## src/rtl/statled_pkg.sv

```systemverilog
// Shared helpers for the status-LED blinker: pattern generator and reset constants.
// Build option STATLED_STICKY_EN (used by statled_chan) latches short status events per frame.
package statled_pkg;

  localparam logic LED_RST = 1'b1;  // all LEDs lit during reset as a lamp test

  function automatic int unsigned max_code(input int unsigned frame_len);
    return (frame_len >> 1) - 1;
  endfunction

  function automatic int unsigned slot_rst(input int unsigned frame_len);
    return frame_len - 1;
  endfunction

  // s = 0: 50/50; 1..max_code: s pulses on even slots; above: solid on.
  function automatic logic statled_bit(input logic [7:0] s, input logic [31:0] k,
                                       input int unsigned frame_len);
    logic [31:0] sv;
    sv = 32'(s);
    if (sv == 32'd0) begin
      return k < (frame_len >> 1);
    end else if (sv <= max_code(frame_len)) begin
      return (k[0] == 1'b0) && (k < (sv << 1));
    end else begin
      return 1'b1;
    end
  endfunction

endpackage

```

## src/rtl/statled_chan.sv

```systemverilog
// One LED channel: frame-aligned code register and registered LED bit.
// With STATLED_STICKY_EN, a hold register keeps the first nonzero status seen in a frame.
module statled_chan
  import statled_pkg::*;
#(
  parameter int unsigned STATUS_W  = 4,
  parameter int unsigned FRAME_LEN = 16,
  parameter int unsigned SLOT_W    = 4
) (
  input  logic                clk,
  input  logic                rst_n,
  input  logic [STATUS_W-1:0] str,
  input  logic                tick,
  input  logic                boundary,
  input  logic [SLOT_W-1:0]   slot_nxt,
  output logic                led
);

  logic [STATUS_W-1:0] cur_q, cur_d;
  logic                led_d;

`ifdef STATLED_STICKY_EN
  logic [STATUS_W-1:0] hold_q, hold_d;

  // On the boundary a nonzero str reloads hold so an event on that edge isn't lost.
  always_comb begin
    cur_d  = cur_q;
    hold_d = hold_q;
    if (boundary) begin
      cur_d  = (hold_q != '0) ? hold_q : str;
      hold_d = str;
    end else if ((hold_q == '0) && (str != '0)) begin
      hold_d = str;
    end
  end

  always_ff @(posedge clk or negedge rst_n) begin
    if (!rst_n) begin
      hold_q <= '0;
    end else begin
      hold_q <= hold_d;
    end
  end
`else
  always_comb begin
    cur_d = boundary ? str : cur_q;
  end
`endif

  always_comb begin
    led_d = tick ? statled_bit(8'(cur_d), 32'(slot_nxt), FRAME_LEN) : led;
  end

  always_ff @(posedge clk or negedge rst_n) begin
    if (!rst_n) begin
      cur_q <= '0;
      led   <= LED_RST;
    end else begin
      cur_q <= cur_d;
      led   <= led_d;
    end
  end

endmodule

```

## src/rtl/statled_multi.sv

```systemverilog
// Multi-channel status-LED blinker: shared prescaler and slot counter, one statled_chan per LED.
// Optional sticky capture of short status events is enabled by defining STATLED_STICKY_EN.
module statled_multi
  import statled_pkg::*;
#(
  parameter int unsigned NUM_LED      = 4,
  parameter int unsigned STATUS_W     = 4,
  parameter int unsigned FRAME_LEN    = 16,
  parameter int unsigned PULSE_CLKCNT = 25_000_000
) (
  input  logic                         clk,
  input  logic                         rst_n,
  input  logic [NUM_LED*STATUS_W-1:0]  status,
  output logic [NUM_LED-1:0]           led,
  output logic                         frame_start
);

  localparam int unsigned       SLOT_W    = $clog2(FRAME_LEN);
  localparam logic [31:0]       PRE_MAX   = 32'(PULSE_CLKCNT - 1);
  localparam logic [SLOT_W-1:0] SLOT_LAST = SLOT_W'(slot_rst(FRAME_LEN));

  logic [31:0]                 pre_q, pre_d;
  logic [SLOT_W-1:0]           slot_q, slot_d;
  logic [NUM_LED*STATUS_W-1:0] str_q;
  logic                        tick, boundary;

  always_comb begin
    tick     = (pre_q == PRE_MAX);
    boundary = tick && (slot_q == SLOT_LAST);
    pre_d    = tick ? 32'd0 : pre_q + 32'd1;
    slot_d   = slot_q;
    if (tick) begin
      slot_d = boundary ? '0 : slot_q + SLOT_W'(1);
    end
  end

  always_ff @(posedge clk or negedge rst_n) begin
    if (!rst_n) begin
      pre_q       <= '0;
      slot_q      <= SLOT_LAST;
      str_q       <= '0;
      frame_start <= 1'b0;
    end else begin
      pre_q       <= pre_d;
      slot_q      <= slot_d;
      str_q       <= status;
      frame_start <= boundary;
    end
  end

  for (genvar i = 0; i < NUM_LED; i++) begin : g_chan
    statled_chan #(
      .STATUS_W (STATUS_W),
      .FRAME_LEN(FRAME_LEN),
      .SLOT_W   (SLOT_W)
    ) u_chan (
      .clk     (clk),
      .rst_n   (rst_n),
      .str     (str_q[i*STATUS_W +: STATUS_W]),
      .tick    (tick),
      .boundary(boundary),
      .slot_nxt(slot_d),
      .led     (led[i])
    );
  end

endmodule
```

## config.mk

```make
export PLATFORM = sky130hd
export DESIGN_NAME = statled_multi
export DESIGN_NICKNAME = d
export VERILOG_FILES = /design/src/rtl/statled_pkg.sv /design/src/rtl/statled_chan.sv /design/src/rtl/statled_multi.sv
export SDC_FILE = /design/constraint.sdc
export NUM_CORES = 1
export LEC_CHECK = 0
export CORE_MARGIN = 3
export CORE_UTILIZATION = 45
export CTS_BUF_LIST = sky130_fd_sc_hd__clkbuf_8
export CTS_CLUSTER_DIAMETER = 100
export DETAILED_ROUTE_END_ITERATION = 12
export PLACE_DENSITY_LB_ADDON = 0.05
export SETUP_SLACK_MARGIN = 0.05
export SLEW_MARGIN = 10
export SYNTH_ARGS = -nofsm -noshare
export SYNTH_HDL_FRONTEND = slang
export SYNTH_SLANG_ARGS = --single-unit
```

## constraint.sdc

```tcl
create_clock -name clk -period 3.9 [get_ports clk]
set_clock_uncertainty 0.15 [all_clocks]
set_input_delay 0.39 -clock clk [delete_from_list [all_inputs] [get_ports clk]]
set_output_delay 0.39 -clock clk [all_outputs]
set_load 0.01 [all_outputs]
```

==> summary by stage <==
Worst setup path
The element type at the critical path end is a flip-flop. For the worst setup path, the data required time is 4.01 ns. The highest fanout seen on the critical path is 9. The worst reg2reg path depth is 9. The arrival time at the worst endpoint is 3.45 ns. The worst register-to-register path begins at slot_q[0].

For flop-to-flop paths, the worst setup slack is 0.55 ns. The worst setup path is launched from a flip-flop. The critical register-to-register path endpoint is g_chan[3].u_chan.led. The path type of the worst setup path is flip-flop to flip-flop.

Routing
In the routed design, unresolved DRC markers number 0. The detailed-route wire length is 6810 um. The final route contains 2,403 vias. The first detailed-routing pass ran for 4 iterations. In this run the remaining antenna-violating nets after routing total 0. The detailed router finished its first iteration with 127 violations. The via count normalized by instance count is 5.41. The per-cell routed wire length is 15.3 um.

Timing
The number of slew-limit violations in the final report came to 0. The number of hold violations in the final report is 0. The minimum setup slack in the final design is 0.553 ns. The shortest clock period the worst path allows after layout is 3.35 ns.

The aggregate negative setup slack is 0 ns. Setup repair after global routing left no endpoint under its margin. The worst pin sits at a relative slew slack of 0.399. Dividing the final minimum period by the clock period gives 0.858. The total of endpoints with negative setup slack in the final report is 0.

The maximum clock frequency is 299 MHz. The actual transition at the worst max-transition pin is 0.901 ns.

Pwr
The share of total power dissipated in sequential elements is 0.586. The peak ir drop on the vdd network is 185 uV. Of the total power, the share spent switching nets is 0.233. The cell area power density is 330 nW/um2. The internal power consumption is 1.01 mW. The analysis attributes to cell leakage a power of 1.88 nW. The part of the total power dissipated in combinational logic is 0.023. The share of total power in the clock network is 0.391. The analysis attributes to net switching a power of 0.306 mW.

Clock tree
The cell at the root of the clock tree is clkbuf_8. The number of gates resized after cts is 0. The maximum buffer depth of the clock tree is 2. The H-tree generated during clock tree synthesis spans 3 levels. Counting every sink on the clock net gives 73.

The number of setup buffers added after CTS is 0. TritonCTS built the clock tree. The hold buffer count at CTS is 0. Clock latency on the worst-skew pair, taken at its later pin, is 0.34 ns. The post-CTS clock slew at the launch and capture registers of the worst setup and hold paths is 0.08 ns. The total CTS buffers is 9.

Global routing
For this run, global-route usage on met3 was measured as 0.0457. The global-route wire length before repair is 11,700 um. In the global route stage, met1 resource usage came out at 0.250. The via count of the first global-routing pass is 2,341. The initial antenna violation count is 0. For this run the aggregate overflow at the end of global routing stands at 0.

The highest-utilization routing layer at the global route stage is met1. The met2 capacity usage during global routing is 0.242. The pin count of the biggest net entering global routing is 74.

The total track usage is 0.174.

Outcome
The run finished with clean final reports.

Floorplanning
The die is 94.1 um tall. The floorplan has 31 rows. The initial utilization of the core area, before any placement, comes to 0.471. In this run the standard cell core region covers 7410 um2. The die covers 8850 um2. 23 I/O pins were placed.

In this run the horizontal extent of the chip is 94.1 um.

Run
The number of violations of the max-capacitance limit is 0.

Cells and area
The share of final-layout standard cells stronger than drive strength 1 is 0.139. The area growth from synthesis to final layout is 13.9%. The repair_antennas step left the layout with diodes totalling 0. The number of nets in the layout is 368.

Placement
During placement, the flow inserted port buffers numbering 22. The worst setup slack before clock tree synthesis is 0.519 ns. Detailed placement ended at an HPWL of 4790 um.

At the end of routability-driven placement, the weighted congestion stood at 0.792.

Yosys
The number of cells produced by synthesis is 311. Counting distinct cell types in the post-synthesis netlist gives 48. Of the synthesized area, sequential elements account for 0.526. The synthesized design contains 0 enable-type register cells. The top-area cell type share of the netlist area is 0.466. The number of nets in the synthesized netlist is 339. For this run, asynchronously set or reset flops after synthesis account for 1.00. After synthesis, the cell types taking the most area are dfrtp_1 (47%), dfstp_2 (6.0%), xor2_1 (4.5%). dfrtp_1 is the most common cell in the netlist.

The most common flop cell mapped by yosys is dfrtp_1. The summed instance area of the synthesized netlist is 3490 um2. After synthesis, the most frequently instantiated cells are dfrtp_1 (65), nor2_1 (26), inv_1 (20), nand2_1 (20), xor2_1 (18). The total of flip-flops plus latches after synthesis is 73. Yosys printed 0 warnings. The mean instance size in the synthesized netlist is 11.2 um2. The top cell type by total area after synthesis is dfrtp_1.

Min path
The path class of the tightest hold or removal check is primary input to async pin.
[per-layer routing]
metal,vias up,routed length [um]
met5,-,0
met4,0,72
met3,7,242
met2,46,3020
met1,1188,3480
li1,1162,-
[how the worst max path moves through the flow]
stage                     slack (ns)                    to  cells past startpoint      start
after floorplan                 0.89  g_chan[0].u_chan.led                     11  slot_q[0]
after global placement          0.69  g_chan[3].u_chan.led                      9  slot_q[0]
after detailed placement        0.52  g_chan[3].u_chan.led                      9  slot_q[0]
after CTS                       0.52  g_chan[3].u_chan.led                      9  slot_q[0]
after global routing            0.20  g_chan[3].u_chan.led                      9  slot_q[1]
final                           0.55  g_chan[3].u_chan.led                      9  slot_q[0]
[final cells by class]
type / instances / area, um2
Fill cell: 665 / 3430
Sequential cell: 73 / 1840
Multi-Input combinational cell: 208 / 1510
Timing Repair Buffer: 28 / 263
Clock buffer: 9 / 124
Tap cell: 99 / 124
Inverter: 20 / 75.1
Clock inverter: 7 / 47.5
[cells by family (layout without fill, tap and decap cells)]
family | Yosys count | count (layout) | synth area share
mux | 16 | 16 | 0.0487
simple gates | 121 | 121 | 0.210
flops | 73 | 73 | 0.526
xor+xnor | 31 | 31 | 0.0777
buf+inv | 30 | 64 | 0.0419
compound gates | 30 | 30 | 0.0602
fa+ha+maj | 10 | 10 | 0.0358
[power by group through the flow]
stage | sequential, mW | clock (mW) | combinational, mW
after floorplan | 0.783 | 0 | 0.000541
after global placement | 0.785 | 0 | 0.0322
after detailed placement | 0.785 | 0 | 0.0324
after CTS | 0.770 | 0.538 | 0.0325
after global routing | 0.771 | 0.574 | 0.0353
final | 0.770 | 0.514 | 0.0308
[stage by stage]
stage          power, mW  instances  area (um2)  hold WS [ns]  utilization
4_1_cts             1.34        444        3980        0.0529        0.537
6_report            1.31        444        3980        0.0113        0.537
2_1_floorplan      0.783        311        3490       -0.0556            -
5_1_grt             1.38        444        3980        0.0929        0.537
3_5_place_dp       0.817        428        3810         0.335        0.514
3_3_place_gp       0.817        428        3810         0.328        0.514
[critical path, stage by stage (launching register included)]
cell,delay [ns]
dfstp_2,0.57
ha_1,0.21
nand3_1,0.31
nor4_4,0.75
buf_4,0.31
mux2i_1,0.13
ha_1,0.21
a221oi_1,0.29
nand2_1,0.09
o31ai_1,0.25
[sequential cells by signal, indices dropped and copies added, names as in the netlist]
| name | count |
|---|---|
| frame_start | 1 |
| g_chan.u_chan.led | 4 |
| str_q | 16 |
| g_chan.u_chan.cur_q | 16 |
| slot_q | 4 |
| pre_q | 32 |
[layout by cell type (no fill, tap or decap), types with 11 or more instances in the layout]
cell / synthesis / final
clkdlybuf4s50_1: 0 / 21
dfrtp_1: 65 / 65
inv_1: 20 / 20
mux2i_1: 11 / 11
nand2_1: 20 / 20
nand3_1: 16 / 16
nand4_1: 11 / 11
nor2_1: 26 / 26
xnor2_1: 13 / 13
xor2_1: 18 / 18
Power figures use the tool's default switching activity.
